`config.mk`:
```
export PLATFORM = sky130hd
export DESIGN_NAME = alu_multicycle
export DESIGN_NICKNAME = d
export VERILOG_FILES = /design/src/rtl/alu_multicycle.sv
export SDC_FILE = /design/constraint.sdc
export NUM_CORES = 1
export LEC_CHECK = 0
export CORE_MARGIN = 2
export CORE_UTILIZATION = 30
export CTS_CLUSTER_SIZE = 14
export DETAILED_ROUTE_END_ITERATION = 10
export GPL_ROUTABILITY_DRIVEN = 0
export HOLD_SLACK_MARGIN = 0.08
export SETUP_SLACK_MARGIN = 0.3
export SYNTH_ARGS = -nofsm -noshare
export SYNTH_HDL_FRONTEND = slang
export SYNTH_SLANG_ARGS = --single-unit
```
`constraint.sdc`:
```
create_clock -name clk -period 3.55 [get_ports clk]
set_input_delay 0.71 -clock clk [delete_from_list [all_inputs] [get_ports clk]]
set_output_delay 0.71 -clock clk [all_outputs]
set_load 0.01 [all_outputs]
```
`src/rtl/alu_multicycle.sv`:
```
// alu_multicycle: ALU with valid/ready handshakes. Single-cycle logic/arith ops
// complete one cycle after accept; mul (shift-add) and divu (restoring) iterate
// for WIDTH cycles.
// Ports:
//   clk, rst_n                 clock, async active-low reset
//   in_valid/in_ready          operation handshake (in_ready only in IDLE)
//   Source1, Source2, ALU_Ctrl operands A/B (unsigned) and operation select
//   out_valid/out_ready        result handshake (out_valid only in DONE)
//   Result, Result_Hi, Zero    low/quotient result, high/remainder, Result==0
module alu_multicycle #(
    parameter int unsigned WIDTH = 16
) (
    input  logic             clk,
    input  logic             rst_n,
    input  logic             in_valid,
    output logic             in_ready,
    input  logic [WIDTH-1:0] Source1,
    input  logic [WIDTH-1:0] Source2,
    input  logic [3:0]       ALU_Ctrl,
    output logic             out_valid,
    input  logic             out_ready,
    output logic [WIDTH-1:0] Result,
    output logic [WIDTH-1:0] Result_Hi,
    output logic             Zero
);

    localparam int unsigned CNT_W = $clog2(WIDTH + 1);

    localparam logic [3:0] OP_AND  = 4'b0000;
    localparam logic [3:0] OP_OR   = 4'b0001;
    localparam logic [3:0] OP_ADD  = 4'b0010;
    localparam logic [3:0] OP_SUB  = 4'b0110;
    localparam logic [3:0] OP_SLT  = 4'b0111;
    localparam logic [3:0] OP_MUL  = 4'b1000;
    localparam logic [3:0] OP_DIVU = 4'b1001;

    typedef enum logic [1:0] {
        IDLE = 2'd0,
        BUSY = 2'd1,
        DONE = 2'd2
    } state_e;

    state_e           state_q;
    logic [3:0]       op_q;
    logic [WIDTH-1:0] a_q;
    logic [WIDTH-1:0] b_q;
    logic [WIDTH-1:0] hi_q;      // partial product high half / partial remainder
    logic [WIDTH-1:0] lo_q;      // multiplier bits / dividend-quotient shift reg
    logic [WIDTH-1:0] res_q;
    logic [WIDTH-1:0] res_hi_q;
    logic [CNT_W-1:0] cnt_q;

    logic [WIDTH-1:0] single_res;
    logic [WIDTH:0]   mul_sum;
    logic [WIDTH:0]   rem_sh;
    logic             rem_ge;
    logic [WIDTH-1:0] rem_new;
    logic [WIDTH-1:0] hi_step;
    logic [WIDTH-1:0] lo_step;

    assign in_ready  = (state_q == IDLE);
    assign out_valid = (state_q == DONE);
    assign Result    = res_q;
    assign Result_Hi = res_hi_q;
    assign Zero      = (res_q == '0);

    // Single-cycle result computed straight from the inputs at the accept edge.
    always_comb begin
        single_res = Source1;
        case (ALU_Ctrl)
            OP_AND:  single_res = Source1 & Source2;
            OP_OR:   single_res = Source1 | Source2;
            OP_ADD:  single_res = Source1 + Source2;
            OP_SUB:  single_res = Source1 - Source2;
            OP_SLT:  single_res = WIDTH'(Source1 < Source2);
            default: single_res = Source1;
        endcase
    end

    // One iteration of shift-add multiply or restoring divide.
    // Divide by zero needs no special case: every trial subtract of 0 succeeds,
    // so the quotient fills with ones and the remainder ends up equal to A.
    always_comb begin
        mul_sum = {1'b0, hi_q} + (lo_q[0] ? {1'b0, a_q} : '0);
        rem_sh  = {hi_q, lo_q[WIDTH-1]};
        rem_ge  = (rem_sh >= {1'b0, b_q});
        rem_new = rem_ge ? WIDTH'(rem_sh - {1'b0, b_q}) : rem_sh[WIDTH-1:0];
        hi_step = mul_sum[WIDTH:1];
        lo_step = {mul_sum[0], lo_q[WIDTH-1:1]};
        if (op_q == OP_DIVU) begin
            hi_step = rem_new;
            lo_step = {lo_q[WIDTH-2:0], rem_ge};
        end
    end

    // Control FSM and datapath registers.
    always_ff @(posedge clk or negedge rst_n) begin
        if (!rst_n) begin
            state_q  <= IDLE;
            op_q     <= '0;
            a_q      <= '0;
            b_q      <= '0;
            hi_q     <= '0;
            lo_q     <= '0;
            res_q    <= '0;
            res_hi_q <= '0;
            cnt_q    <= '0;
        end else begin
            case (state_q)
                IDLE: begin
                    if (in_valid) begin
                        op_q  <= ALU_Ctrl;
                        a_q   <= Source1;
                        b_q   <= Source2;
                        cnt_q <= '0;
                        hi_q  <= '0;
                        if (ALU_Ctrl == OP_MUL) begin
                            lo_q    <= Source2;
                            state_q <= BUSY;
                        end else if (ALU_Ctrl == OP_DIVU) begin
                            lo_q    <= Source1;
                            state_q <= BUSY;
                        end else begin
                            res_q    <= single_res;
                            res_hi_q <= '0;
                            state_q  <= DONE;
                        end
                    end
                end
                BUSY: begin
                    hi_q  <= hi_step;
                    lo_q  <= lo_step;
                    cnt_q <= cnt_q + CNT_W'(1);
                    if (cnt_q == CNT_W'(WIDTH - 1)) begin
                        res_q    <= lo_step;
                        res_hi_q <= hi_step;
                        state_q  <= DONE;
                    end
                end
                DONE: begin
                    if (out_ready) begin
                        state_q <= IDLE;
                    end
                end
                default: state_q <= IDLE;
            endcase
        end
    end

endmodule

```
==> reports/results.ini <==
[layout]
layout_commonest_cell=nand2_1
final_cell_mix=nand2_1 (163), o21ai_0 (117), dfrtp_1 (107)
drive_gt1_share_pct=12.83
area_growth_pct=21.97
n_antenna_cell=0
stdcell_count=1637
stdcell_area_um2=11060
final_nets=1377
final_util_pct=37.23
fillCellCount=3100

[clocking]
clockBufferDepth=2
cts_tree=done
cts-root-buf=clkbuf_16
clk_pin_slew_ns=0.08
htreeDepth=3
clock-sinks=107
postCtsSetupRepairBufs=0
hold_buffers=0
clkLatencyLatePin_ns=0.37
cts_buffers=9

[power_and_ir_drop]
power_frac_comb_pct=50.9
total_power_mw=6.003
power.leakage_nw=4.946
power.density_nw_per_um2=542.5
p_sw_mw=2.607
intPower_mw=3.395
ir_drop_uv=267.6
switching_share_pct=43.44
p_seq_share_pct=32.5
clkPwrFrac_pct=16.6

[worst_setup_path]
crit_chain=clkdlybuf4s50_1, inv_2, ha_4, and3_1, a2111o_1, a311oi_2, nor2_1, or3_1, a31o_1, a31oi_1, o21ai_1
max_stage_delay_ns=0.49
path_delay_family=compound AO/OA/AOI/OAI gates
crit_type=input pin to flop
crit_buf_inv=2
cp.arrival_ns=3.45
worst_setup_path_start_kind=input pin
cp_slowest_cell=clkdlybuf4s50_1
critPathMaxFanout=3
end_kind=flop
worst-endpoint-required_ns=3.80

[synthesis]
synth_seq_cells=107
avgSynthCellArea_um2=7.992
ys_types=72
synth_edf_count=0
synth_ff_type=dfrtp_1
ys_async_sr_fraction_pct=100.0
syn_inst=1135
syn-num-nets=1270
ys_warn_count=0
synth-seq-area-share_pct=29.52
syn_area_um2=9071

[grt]
first_global_vias=8789
grt_max_degree=58
grt_pass1_wl_um=49590
grt-ovfl-total=0
grt_use_total_pct=20.34
antenna_found_initial=2

[sta]
relSlewSlack_pct=32.90
hold_ws_ns=0.3988
final.period_utilization_pct=90.10
drv_slew=0
fmax_ghz=0.3126
skew_ns=0.01293
hold_viol=0
fin_setup_tns_ns=0
setup_slack_ns=0.3515
min_period_ns=3.199
finalSetupViolCount=0
worst_pin_slew_ns=1.001
rsz0062_at_grt=false

[routing]
drtIter0Drc=661
routed_wl_um=31540
routedWlPerCell_um=19.27
vias=8895
firstDrtPassIters=5
antenna_left=0
drc=0
vias_per_cell=5.434

[placement]
post-place-ws_ns=-0.1493
hpwlAfterDp_um=24260
dpl.cell_count=1621
port_buffers=74
place_area_um2=10690

[floorplan]
fp-row-count=63
dieArea_um2=31640
io_pins=75
die_w_um=177.9
design.core.area_um2=29720
start_util_pct=30.53
die_h_um=177.9

[flow_run]
cap_viol_max_count=0

[min_path]
hold_path_class=input pin to async pin

[status]
status=completed

[cells by family (layout without fill, tap and decap cells)]
group | Yosys count | count (layout) | synth area share (%)
muxes | 38 | 38 | 4.538
AOI/OAI and AO/OA | 361 | 361 | 24.92
xor gates and xnor gates | 31 | 31 | 2.993
adders and majority gates | 95 | 95 | 13.43
buffers and inverters | 140 | 252 | 6.083
DFF | 107 | 107 | 29.52
and+or+nand+nor | 363 | 363 | 18.51
[synth_stat cells, drive strengths merged, types with 12 or more instances]
| library cell | count | area share, % |
|---|---|---|
| xor2 | 14 | 1.4 |
| o211ai | 17 | 1.4 |
| dfrtp | 107 | 30 |
| inv | 80 | 3.3 |
| nor2 | 67 | 2.8 |
| a21oi | 92 | 5.1 |
| a21o | 13 | 1.1 |
| nor3 | 26 | 1.4 |
| ha | 91 | 13 |
| a31oi | 17 | 1.2 |
| mux2 | 25 | 3.1 |
| mux2i | 13 | 1.4 |
| a22o | 12 | 1.2 |
| nand2b | 12 | 0.83 |
| a211oi | 15 | 1.2 |
| clkbuf | 48 | 2.0 |
| nand2 | 164 | 6.9 |
| nand3 | 20 | 1.1 |
| and2 | 19 | 1.3 |
| buf | 12 | 0.79 |
| o21ai | 124 | 6.9 |
| xnor2 | 17 | 1.6 |
[power groups by stage]
stage          combinational, mW  clock (mW)  sequential, mW
3_5_place_dp                3.01           0            1.96
3_3_place_gp                2.97           0            1.96
6_report                    3.05       0.998            1.95
2_1_floorplan               1.98           0            1.85
4_1_cts                     3.03        1.02            1.95
5_1_grt                     3.38        1.06            2.00
[area by class of cell]
type	instances	area [um^2]	area share (%)
Timing Repair Buffer	156	1373	12.41
Tap cell	390	488.0	4.410
Multi-Input combinational cell	888	5949	53.77
Sequential cell	107	2678	24.20
Inverter	80	300.3	2.714
Clock buffer	10	229.0	2.069
Clock inverter	6	47.55	0.4297
[flip-flops by register name, summed over array words and instances, names as in the netlist]
signal     count
Result        16
Result_Hi     16
a_q           16
b_q           16
hi_q          16
lo_q          16
cnt_q          5
op_q           4
state_q        2
[layer usage]
metal  track usage, %  part of all wire (%)
met1            27.21                    44
met2            32.72                    46
met3            3.920                   7.3
met4            7.001                   3.0
met5                0                     0
[final timing paths]
path / slack [ns] / endpoint / depth (start not counted) / startpoint
max reg2reg: 0.47 / Result[0] / 9 / hi_q[9]
min: 0.40 / Result_Hi[12] / 1 / rst_n
max in group asynchronous: 2.34 / Result[15] / 2 / rst_n
min in group clk: 0.48 / Result_Hi[2] / 2 / Result_Hi[2]
max: 0.35 / Result[9] / 11 / Source1[3]
min reg2reg: 0.48 / Result_Hi[2] / 2 / Result_Hi[2]
[timing repair]
item	4_1_cts	5_1_grt
pin swaps	0	7
endpoints found under the setup margin	1	9
resized for setup	1	23
No activity file was read; power rests on OpenSTA's default activity.
==> patch: new RTL, same settings <==
Remove the case item `OP_SUB` of the case on `ALU_Ctrl`.
--- a/src/rtl/alu_multicycle.sv
+++ b/src/rtl/alu_multicycle.sv
@@ -71,7 +71,6 @@
             OP_AND:  single_res = Source1 & Source2;
             OP_OR:   single_res = Source1 | Source2;
             OP_ADD:  single_res = Source1 + Source2;
-            OP_SUB:  single_res = Source1 - Source2;
             OP_SLT:  single_res = WIDTH'(Source1 < Source2);
             default: single_res = Source1;
         endcase
Behaviour: not the same (a bounded check fails within 4 cycles, from zero or initial values and one cycle with rst_n low).
==> patch against the original RTL <==
Fmax is 0.85% higher. Sequential cell count stayed put. Synthesized area is 9.5% lower. Non-clock buffer count is 39 lower. Wire length is 21% lower. Largest power group unchanged. Synthesized cell count is 14% lower. Clock skew is 4.2 ps higher. Worst setup slack better by 27 ps. Cell area is 10% lower. Sequential power is 12% lower. Count of clock-buffer cells in the layout stayed put. Power is 20% lower.
==> patch: results (changes against the original RTL) <==
* Adder-cell share of the synthesized area at 13.2% (-0.21 points)
* Mux cell area share after synthesis at 5.42% (+0.89 points)
* Via count at 7405 (-17%)
* Slowest stage delay, CP at 430 ps (-60 ps)
* Share of cells above drive strength 1 at 10.1% (-2.7 points)
* Crit Reg-Reg Startpoint: lo_q[0]$_DFFE_PN0P_
* Top cells by area, synth: dfrtp_1, ha_1, o21ai_0, nand2_1, mux2_2
* Largest net degree at the start of global routing at 60 (+3.4%)
* Nets at 1180 (-14%)
* CP Capture Point: Result[14]$_DFFE_PN0P_
* Vias in the first global route at 7223 (-18%)
* XOR/XNOR share of the synthesized area at 3.73% (+0.74 points)
* Worst r2r dst: hi_q[14]$_DFFE_PN0P_
* CP max FO at 2 (-1)
* Final non-filler cell total at 1400 (-14%)
* Worst Path Arrival at 3420 ps (-30 ps)
* Post-synth top cells: nand2_1, o21ai_0, dfrtp_1, ha_1, inv_1
* Fillcell total at 2731 (-12%)
* Crit path from: Source1[0]
* Skew final at 17.1 ps (+4.18 ps)
* Post-synthesis compound-gate area fraction at 23.7% (-1.2 points)
* VDD IR max at 0.231 mV (-14%)
* Detailed Route WL at 25000 µm (-21%)
* Transition time of the tightest slew-check pin at 928 ps (-73.1 ps)
* Worst hold slack at 380 ps (-18.6 ps)
* Syn Area/Cell at 8.45 µm² (+5.7%)
* Post-synth cell types at 65 (-9.7%)
* Status: finished, final reports clean
* First-pass GRT wire length at 40400 µm (-18%)
patch: repair_timing:
item | in CTS | in global routing
endpoints found under the setup margin | 1 | 14
gates cloned | 0 | 0
pin swaps | 2 | 8
hold buffers | 0 | 0
resized for setup | 3 | 11
setup buffers | 0 | 2
patch: layer usage:
layer  track usage (%)  part of all wire [%]  vias to the layer above
met5                 0                     0                        -
met1              25.5                    48                     3548
met4              4.87                   1.7                        0
li1                  -                     -                     3625
met3              2.40                   4.4                       23
met2              28.4                    46                      209
patch: layout make-up:
class	count	area [µm²]	area share (%)
well taps	341	427	4.31
clock buffers	10	229	2.31
clock inverters	5	60.1	0.606
repair buffers	117	1080	10.9
multi-input cells	756	5200	52.5
flip-flops and latches	107	2680	27.0
inverters	64	240	2.42
patch: cell families after synthesis:
| family | count (synthesis) |
|---|---|
| compound gates | 307 |
| xor+xnor | 35 |
| fa+ha+maj | 85 |
| buf+inv | 109 |
| flops | 107 |
| mux | 41 |
| simple gates | 288 |
patch: power breakdown:
| group | internal, mW | switching [mW] | total, mW |
|---|---|---|---|
| clock | 0.549 | 0.495 | 1.04 |
| combinational | 0.918 | 1.13 | 2.05 |
| sequential | 1.49 | 0.221 | 1.71 |
patch: metrics by stage:
stage	worst slack [ps]	area (µm²)	setup TNS (ps)	power (mW)
after floorplan	554	8210	0	3.02
after global placement	-136	9550	-136	3.72
after detailed placement	-141	9550	-151	3.74
after CTS	336	9850	0	4.80
after global routing	250	9910	0	5.15
final	379	9910	0	4.81
patch: worst register-to-register path, stage by stage (launching register included):
cell and delay, ps:
dfrtp_2 450, and2_1 180, ha_1 380, a2111oi_0 450, o21ai_1 220, a31oi_2 280
o21ai_1 150, a211oi_2 260, xor2_1 290, o21ai_0 130, a31o_2 220
